### config.mk
export PLATFORM = sky130hd
export DESIGN_NAME = mac_unit_pipe
export DESIGN_NICKNAME = d
export VERILOG_FILES = /design/src/rtl/mac_unit_pipe.sv
export SDC_FILE = /design/constraint.sdc
export NUM_CORES = 1
export LEC_CHECK = 0
export CORE_UTILIZATION = 62
export DETAILED_ROUTE_END_ITERATION = 6
export MAX_ROUTING_LAYER = met4
export PLACE_DENSITY = 0.85
export SETUP_SLACK_MARGIN = 0.3
export SYNTH_ARGS = -nofsm -noshare
export SYNTH_HDL_FRONTEND = slang
export SYNTH_SLANG_ARGS = --single-unit
export TNS_END_PERCENT = 20
### constraint.sdc
create_clock -name clk -period 11.4 [get_ports clk]
set_input_delay 2.28 -clock clk [delete_from_list [all_inputs] [get_ports clk]]
set_output_delay 2.28 -clock clk [all_outputs]
set_load 0.02 [all_outputs]
### src/rtl/mac_unit_pipe.sv
// mac_unit_pipe: systolic-array processing element.
// Signed W x W multiply feeding an ACC_W saturating adder through a 3-stage
// pipeline that only advances when i_step_i is high. Weight-stationary mode
// forwards partial sums downward; output-stationary mode accumulates locally
// and drains the accumulator on a clear step.
//
// Handshake: every *_v_o valid is level-held with the pipeline; a valid is
// consumed exactly once per clock in which step_i is high, and a stalled
// (step_i low) valid must not be re-counted by the consumer.
module mac_unit_pipe #(
    parameter int W     = 8,
    parameter int ACC_W = 20
) (
    input  logic             clk,
    input  logic             rst_n,
    input  logic             step_i,
    input  logic             mode_i,
    input  logic             clear_i,
    input  logic             data_v_i,
    input  logic [W-1:0]     data_i,
    input  logic [ACC_W-1:0] data_top_i,
    input  logic             wr_weight_v_i,
    input  logic [W-1:0]     weight_i,
    input  logic             weight_swap_i,
    input  logic [2:0]       dbg_addr_i,
    output logic [ACC_W-1:0] dbg_data_o,
    output logic             data_v_o,
    output logic [W-1:0]     data_o,
    output logic             res_v_o,
    output logic [ACC_W-1:0] res_o,
    output logic             sat_o
);

    localparam logic [ACC_W-1:0] ACC_MAX = {1'b0, {(ACC_W-1){1'b1}}};
    localparam logic [ACC_W-1:0] ACC_MIN = {1'b1, {(ACC_W-1){1'b0}}};

    // Weights: shadow is the load target, active feeds the multiplier.
    logic signed [W-1:0]     r_w_active;
    logic signed [W-1:0]     r_w_shadow;

    // Pipeline registers.
    logic signed [W-1:0]     r_data_q;
    logic                    r_dv_q;
    logic [ACC_W-1:0]        r_top1_q;
    logic signed [2*W-1:0]   r_prod_q;
    logic                    r_pv_q;
    logic [ACC_W-1:0]        r_top2_q;
    logic [ACC_W-1:0]        r_res_q;
    logic                    r_res_v_q;
    logic [ACC_W-1:0]        r_acc_q;
    logic                    r_sat_q;

    // Combinational datapath.
    logic signed [2*W-1:0]   w_mult;
    logic signed [ACC_W:0]   w_prod_ext;
    logic signed [ACC_W:0]   w_ws_sum;
    logic signed [ACC_W:0]   w_os_sum;
    logic                    w_ws_clamp;
    logic                    w_os_clamp;
    logic [ACC_W-1:0]        w_ws_sat;
    logic [ACC_W-1:0]        w_os_sat;

    // Multiply and form both S3 sums one bit wider so overflow is visible.
    always_comb begin
        w_mult     = r_w_active * r_data_q;
        w_prod_ext = (ACC_W+1)'(r_prod_q);
        w_ws_sum   = (ACC_W+1)'($signed(r_top2_q)) + w_prod_ext;
        w_os_sum   = (ACC_W+1)'($signed(r_acc_q)) + w_prod_ext;
    end

    // Signed clamp: overflow when the two top bits of the wide sum disagree.
    always_comb begin
        w_ws_clamp = w_ws_sum[ACC_W] ^ w_ws_sum[ACC_W-1];
        w_os_clamp = w_os_sum[ACC_W] ^ w_os_sum[ACC_W-1];
        w_ws_sat   = w_ws_sum[ACC_W-1:0];
        w_os_sat   = w_os_sum[ACC_W-1:0];
        if (w_ws_clamp) begin
            w_ws_sat = w_ws_sum[ACC_W] ? ACC_MIN : ACC_MAX;
        end
        if (w_os_clamp) begin
            w_os_sat = w_os_sum[ACC_W] ? ACC_MIN : ACC_MAX;
        end
    end

    // Weight double buffer: shadow loads on any clock, swap waits for a step.
    always_ff @(posedge clk or negedge rst_n) begin
        if (!rst_n) begin
            r_w_shadow <= '0;
            r_w_active <= '0;
        end else begin
            if (wr_weight_v_i) begin
                r_w_shadow <= weight_i;
            end
            if (step_i && weight_swap_i) begin
                r_w_active <= r_w_shadow;
            end
        end
    end

    // Stages S1 and S2: operand capture, then multiply.
    always_ff @(posedge clk or negedge rst_n) begin
        if (!rst_n) begin
            r_data_q <= '0;
            r_dv_q   <= 1'b0;
            r_top1_q <= '0;
            r_prod_q <= '0;
            r_pv_q   <= 1'b0;
            r_top2_q <= '0;
        end else if (step_i) begin
            r_data_q <= data_i;
            r_dv_q   <= data_v_i;
            r_top1_q <= data_top_i;
            r_prod_q <= w_mult;
            r_pv_q   <= r_dv_q;
            r_top2_q <= r_top1_q;
        end
    end

    // Stage S3: WS pass-down or OS accumulate/drain, plus sticky saturation.
    always_ff @(posedge clk or negedge rst_n) begin
        if (!rst_n) begin
            r_res_q   <= '0;
            r_res_v_q <= 1'b0;
            r_acc_q   <= '0;
            r_sat_q   <= 1'b0;
        end else if (step_i) begin
            if (!mode_i) begin
                r_res_v_q <= r_pv_q;
                if (r_pv_q) begin
                    r_res_q <= w_ws_sat;
                    if (w_ws_clamp) begin
                        r_sat_q <= 1'b1;
                    end
                end
            end else if (clear_i) begin
                // Drain the old total; a product landing now seeds the next one.
                r_res_q   <= r_acc_q;
                r_res_v_q <= 1'b1;
                r_acc_q   <= r_pv_q ? w_prod_ext[ACC_W-1:0] : '0;
                r_sat_q   <= 1'b0;
            end else begin
                r_res_v_q <= 1'b0;
                if (r_pv_q) begin
                    r_acc_q <= w_os_sat;
                    if (w_os_clamp) begin
                        r_sat_q <= 1'b1;
                    end
                end
            end
        end
    end

    // Debug read mux; narrow fields are sign-extended.
    always_comb begin
        dbg_data_o = '0;
        case (dbg_addr_i)
            3'd0:    dbg_data_o = ACC_W'(r_w_active);
            3'd1:    dbg_data_o = ACC_W'(r_w_shadow);
            3'd2:    dbg_data_o = ACC_W'(r_data_q);
            3'd3:    dbg_data_o = ACC_W'(r_prod_q);
            3'd4:    dbg_data_o = r_acc_q;
            3'd5:    dbg_data_o = r_res_q;
            3'd6:    dbg_data_o = {{(ACC_W-4){1'b0}}, r_sat_q, mode_i, r_pv_q, r_dv_q};
            default: dbg_data_o = '0;
        endcase
    end

    assign data_o   = r_data_q;
    assign data_v_o = r_dv_q;
    assign res_o    = r_res_q;
    assign res_v_o  = r_res_v_q;
    assign sat_o    = r_sat_q;

endmodule
After elaboration in Yosys (flattened, before gate mapping)
Index checks and enable logic that the tools add are counted.
{ "classes": {"multipliers": 1, "n_shift": 0, "n_bitwise": 2, "n_lt_le_gt_ge": 0, "n_eq_ne": 8, "add_sub_neg": 2, "muxes": 19, "div": 0, "reduce_logical": 8} }
{ "ops": {"columns": ["op", "n"], "rows": [
  ["two-way mux 20 bit", 10],
  ["one-hot mux 20 bit (7 select lines)", 1],
  ["adder 20 x 16 -> 21 bit", 2],
  ["multiplier 8 x 8 -> 16 bit", 1],
  ["== test 3 bit, second input constant", 3],
  ["two-way mux 1 bit", 8],
  ["== test 3 x 2 -> 1 bit, second input constant", 2],
  ["AND reduction 3 bit", 2],
  ["nonzero test 2 bit", 3],
  ["AND reduction 5 bit", 1],
  ["== test 3 x 1 -> 1 bit, second input constant", 1],
  ["logical NOT 3 bit", 1],
  ["!= test 3 x 1 -> 1 bit, second input constant", 1],
  ["!= test 2 x 1 -> 1 bit, second input constant", 1],
  ["bitwise XOR 1 bit", 2],
  ["logical AND 1 bit", 1]
]} }
{ "totals": {"latchBits": 0, "input_bits": 47, "ff_bits": 124, "n_memories": 0, "mem_bits_ro": 0, "ramBits": 0} }

Logic depth before layout (Yosys ltp)
{ "depth": {"word_depth": 6, "mapped_depth": 19, "mapped_depth_nobuf": 18} }

Least setup slack after synthesis
No wires, ideal clock.
{ "synth_path": {"path_type": "input to output", "start": "input port dbg_addr_i[0]", "end": "output port dbg_data_o[15]", "slack_ns": 5.325, "t_required_ns": 9.120, "arrival_time_ns": 3.795, "path_stages": 6, "cell_sequence": "clkbuf_1 > buf_1 > nand2_1 > nor2_1 > a21oi_1 > o21ai_0"} }
{ "synth_via": {"elab_chain_cells": 2, "elab_cells_between_ends": 8, "cone_classes": "eq/ne (6); mux (1); reduce/logical (1)"} }
{ "synth_lines": {"columns": ["element", "line", "source"], "rows": [
  ["start: declaration", "25", "input logic [2:0] dbg_addr_i,"],
  ["== test 3 bit (tied with other cells)", "156", "case (dbg_addr_i)"],
  ["one-hot mux 20 bit (7 select lines) (*)", "156", null],
  ["end: declaration", "26", "output logic [ACC_W-1:0] dbg_data_o,"]
]} }
Mark *: on every way between the ends. The rest lies on a longest branch, timed or not.

Worst setup path after layout
{ "layout_path": {"start": "input port dbg_addr_i[1]", "end": "output port dbg_data_o[17]"} }
The elaborated chain is that of the path after synthesis.

==> reports/qor.log <==
[job] max cap viols 0
[pwr] power per cell area 351 nW/um^2
[synth] netlist area before placement 10400 sq um
[clocking] Clk pin slew, worst setup/hold paths 0.07 ns
[sta] slew of the pin with the lowest slew margin 1.05 ns
[cells_and_area] signed area change from the synthesized netlist to the final layout 15.6%
[setup_path] critical-path cell with the highest stage delay clkdlybuf4s50_1
[cells_and_area] area of the multi-input gates 6640 sq um
[clocking] CTS Hold Buffers Added 0
[synth] Top FF cell, synth dfrtp_1
[synth] mean instance size in the synthesized netlist 9.66 sq um
[clocking] H-tree levels 4
[setup_path] largest fanout of any net on the critical path 18
[synth] number of register bits inferred by synthesis 124
[die] Die Area 17200 sq um
[clocking] TritonCTS clock tree built
[sta] Period minus WS final 7.69 ns
[pwr] IR drop worst, VDD 0.414 mV
[detailed_routing] drt first pass iters 5
[detailed_routing] Via density 6.33
[setup_path] highest cell delay on the worst timing path 0.88 ns
[sta] Final setup violation count 0
[clocking] clk sinks 124
[sta] max-slew headroom at the worst pin 30.2%
[place] total cell area at the placement stage 11400 sq um
[synth] Post-synth ARST share 100%
[grt] combined global-route utilization of all metal layers 34.2%
[cells_and_area] final core utilization 74.3%
[detailed_routing] routed wirelength normalized by instance count 20.0 microns
[grt] first-pass GRT wire length 44700 microns
[setup_path] crit-path cells clkdlybuf4s50_1, nor2b_1, a21oi_1, nor2_1, a21oi_1, o21ai_0, clkdlybuf4s50_1
[cells_and_area] total of fill cells in the finished design 1178
[clocking] largest buffer count on any clock path 2
[min_path] worst min path class register to register
[detailed_routing] highest signal layer in the routed design met4
[grt] via count of the first global-routing pass 8555
[synth] Post-Syn Nets 1246
[clocking] clock root cell clkbuf_16
[run_status] result of the run complete, no violations
[detailed_routing] met3 wirelength from detailed routing 2580 microns
[die] area inside the core boundary 16100 sq um
[detailed_routing] length of routed met2 wiring 12700 microns
[die] die boundary height 131 microns
[pwr] P_leak 5.25 nW
[synth] number of flops mapped to enable cells by yosys 0
[clocking] TritonCTS Buffers 17
[detailed_routing] wire length on met1 11200 microns
[cells_and_area] number of inserted diodes 0
[detailed_routing] antenna violation net count after detailed routing 0
[place] half-perimeter wire length after placement 19900 microns
[die] width of the die 131 microns
[setup_path] Worst Setup Start Kind input port
[detailed_routing] routed via count 8678
[synth] sequential fraction of the synthesis area 29.9%
[clocking] post-cts resize count 0
[die] count of standard-cell rows 46
[setup_path] crit path capture type output pin
[synth] portion of synthesized cell area occupied by the leading cell type 29.9%
[synth] post-synthesis instance total 1073
[place] placer's final routability congestion estimate 0.960
[sta] number of hold-slack violations in the final timing report 0
[pwr] sum of internal, switching and leakage power 0.00420 W
[sta] Final Skew 0.0127 ns
[cells_and_area] cell area after layout 12000 sq um
[sta] pins over their slew limit 0
[detailed_routing] DRC violations left 0
[sta] unrepaired setup endpoints after global routing false
[detailed_routing] final wirelength 27500 microns
[sta] accumulated negative setup slack 0 ns
[die] number of top-level design ports 98
[grt] antenna violations before repair 0
[setup_path] required arrival time at the worst endpoint 9.12 ns
[cells_and_area] share of layout cells above drive strength 1 12.4%
[setup_path] data arrival time at the worst-slack endpoint 5.41 ns
[synth] Yosys Warn Count 0
[grt] total congestion overflow 0
[clocking] number of post-CTS setup repair buffers 0
[synth] unique cell type count in the Yosys netlist 66
[detailed_routing] DR iter-0 viols 693
[place] input/output buffers 97
[grt] largest net degree at the start of global routing 85
[cells_and_area] register area 3100 sq um
[sta] highest clock frequency the design can meet 130 MHz
[cells_and_area] Layout Nets 1315
[setup_path] CP Class input port to output pin
[clocking] source-to-sink clock delay at the later pin of the worst-skew pair 0.43 ns
[synth] cell type with the largest total area after synthesis dfrtp_1
[die] initial core utilization 64.3%
[synth] top area cells in the synthesized netlist dfrtp_1, fa_1, mux2_2
[sta] crit share post-route 67.5%
worst max-delay path: cells and delay by family:
| family | cells | cell delay, ns |
|---|---|---|
| AO/OA/AOI/OAI | 3 | 0.64 |
| buffers and inverters | 2 | 1.57 |
| AND/OR/NAND/NOR | 2 | 0.92 |
synthesized netlist by cell type, types with 15 or more instances:
cell      count
o21ai_0      38
mux2i_1      15
ha_1         69
dfrtp_1     124
inv_1       104
nand2_1      73
a21o_1       18
fa_1         57
a31oi_1      16
nor2_1       69
and2_1       46
a22oi_1      15
xnor2_1      30
mux2_2       86
nor2b_1      18
a21oi_1      57
clkbuf_1     38
worst paths after layout:
kind / from / end / slack [ns] / cells after the start
setup / recovery: dbg_addr_i[1] / dbg_data_o[17] / 3.71 / 7
hold / removal: r_top1_q[7] / r_top1_q[7] / 0.51 / 1
setup reg to reg: data_o[2] / r_prod_q[14] / 6.28 / 17
hold reg to reg: r_top1_q[7] / r_top1_q[7] / 0.51 / 1
max in group asynchronous: rst_n / r_top1_q[9] / 8.12 / 2
min in group asynchronous: rst_n / r_acc_q[13] / 1.83 / 1
per-layer routing:
metal / GRT usage, % / vias to the layer above
met4: 14.3 / 0
met5: - / -
met3: 7.10 / 80
li1: - / 3919
met1: 44.7 / 4250
met2: 52.0 / 429
through the flow:
step / instances / hold slack [ns] / setup slack [ns]
final: 1371 / 0.509 / 3.71
after global routing: 1371 / 0.532 / 3.51
after CTS: 1371 / 0.507 / 3.78
after detailed placement: 1339 / 0.493 / 3.79
after global placement: 1339 / 0.483 / 3.88
after floorplan: 1073 / 0.449 / 5.32
power by group:
group | internal, W | switching (W) | total, W
combinational | 0.00128 | 0.00157 | 0.00285
sequential | 0.000578 | 0.000244 | 0.000822
clock | 0.000290 | 0.000240 | 0.000529
cells by family after synthesis:
family	Yosys count	share of synthesized area (%)
compound gates	255	17.2
xor+xnor	41	3.47
fa+ha+maj	126	19.3
buf+inv	157	6.00
flops	124	29.9
mux	105	11.7
simple gates	265	12.4
layout make-up:
cell class / instances / share of cell area, %
Sequential cell: 124 / 25.9
Clock inverter: 15 / 1.18
Tap cell: 216 / 2.26
Multi-Input combinational cell: 792 / 55.4
Clock buffer: 17 / 3.55
Inverter: 104 / 3.26
Timing Repair Buffer: 103 / 8.42
cell usage in the layout, fill, tap and decap left out, types with 16 or more instances in the layout:
cell / instances
a31oi_1: 16
mux2_2: 86
clkbuf_16: 17
fa_1: 57
nor2b_1: 18
a21o_1: 18
ha_1: 69
inv_1: 104
and2_1: 46
nor2_1: 69
xnor2_1: 30
nand2_1: 73
clkdlybuf4s50_1: 95
dfrtp_1: 124
o21ai_0: 38
a21oi_1: 57
state kept, by name, summed over array words and instances (netlist names):
name        flops
r_acc_q        20
r_top1_q       20
r_top2_q       20
res_o          20
r_prod_q       16
data_o          8
r_w_active      8
r_w_shadow      8
data_v_o        1
r_pv_q          1
res_v_o         1
sat_o           1
Note: power is estimated with default switching activity, not from simulation.
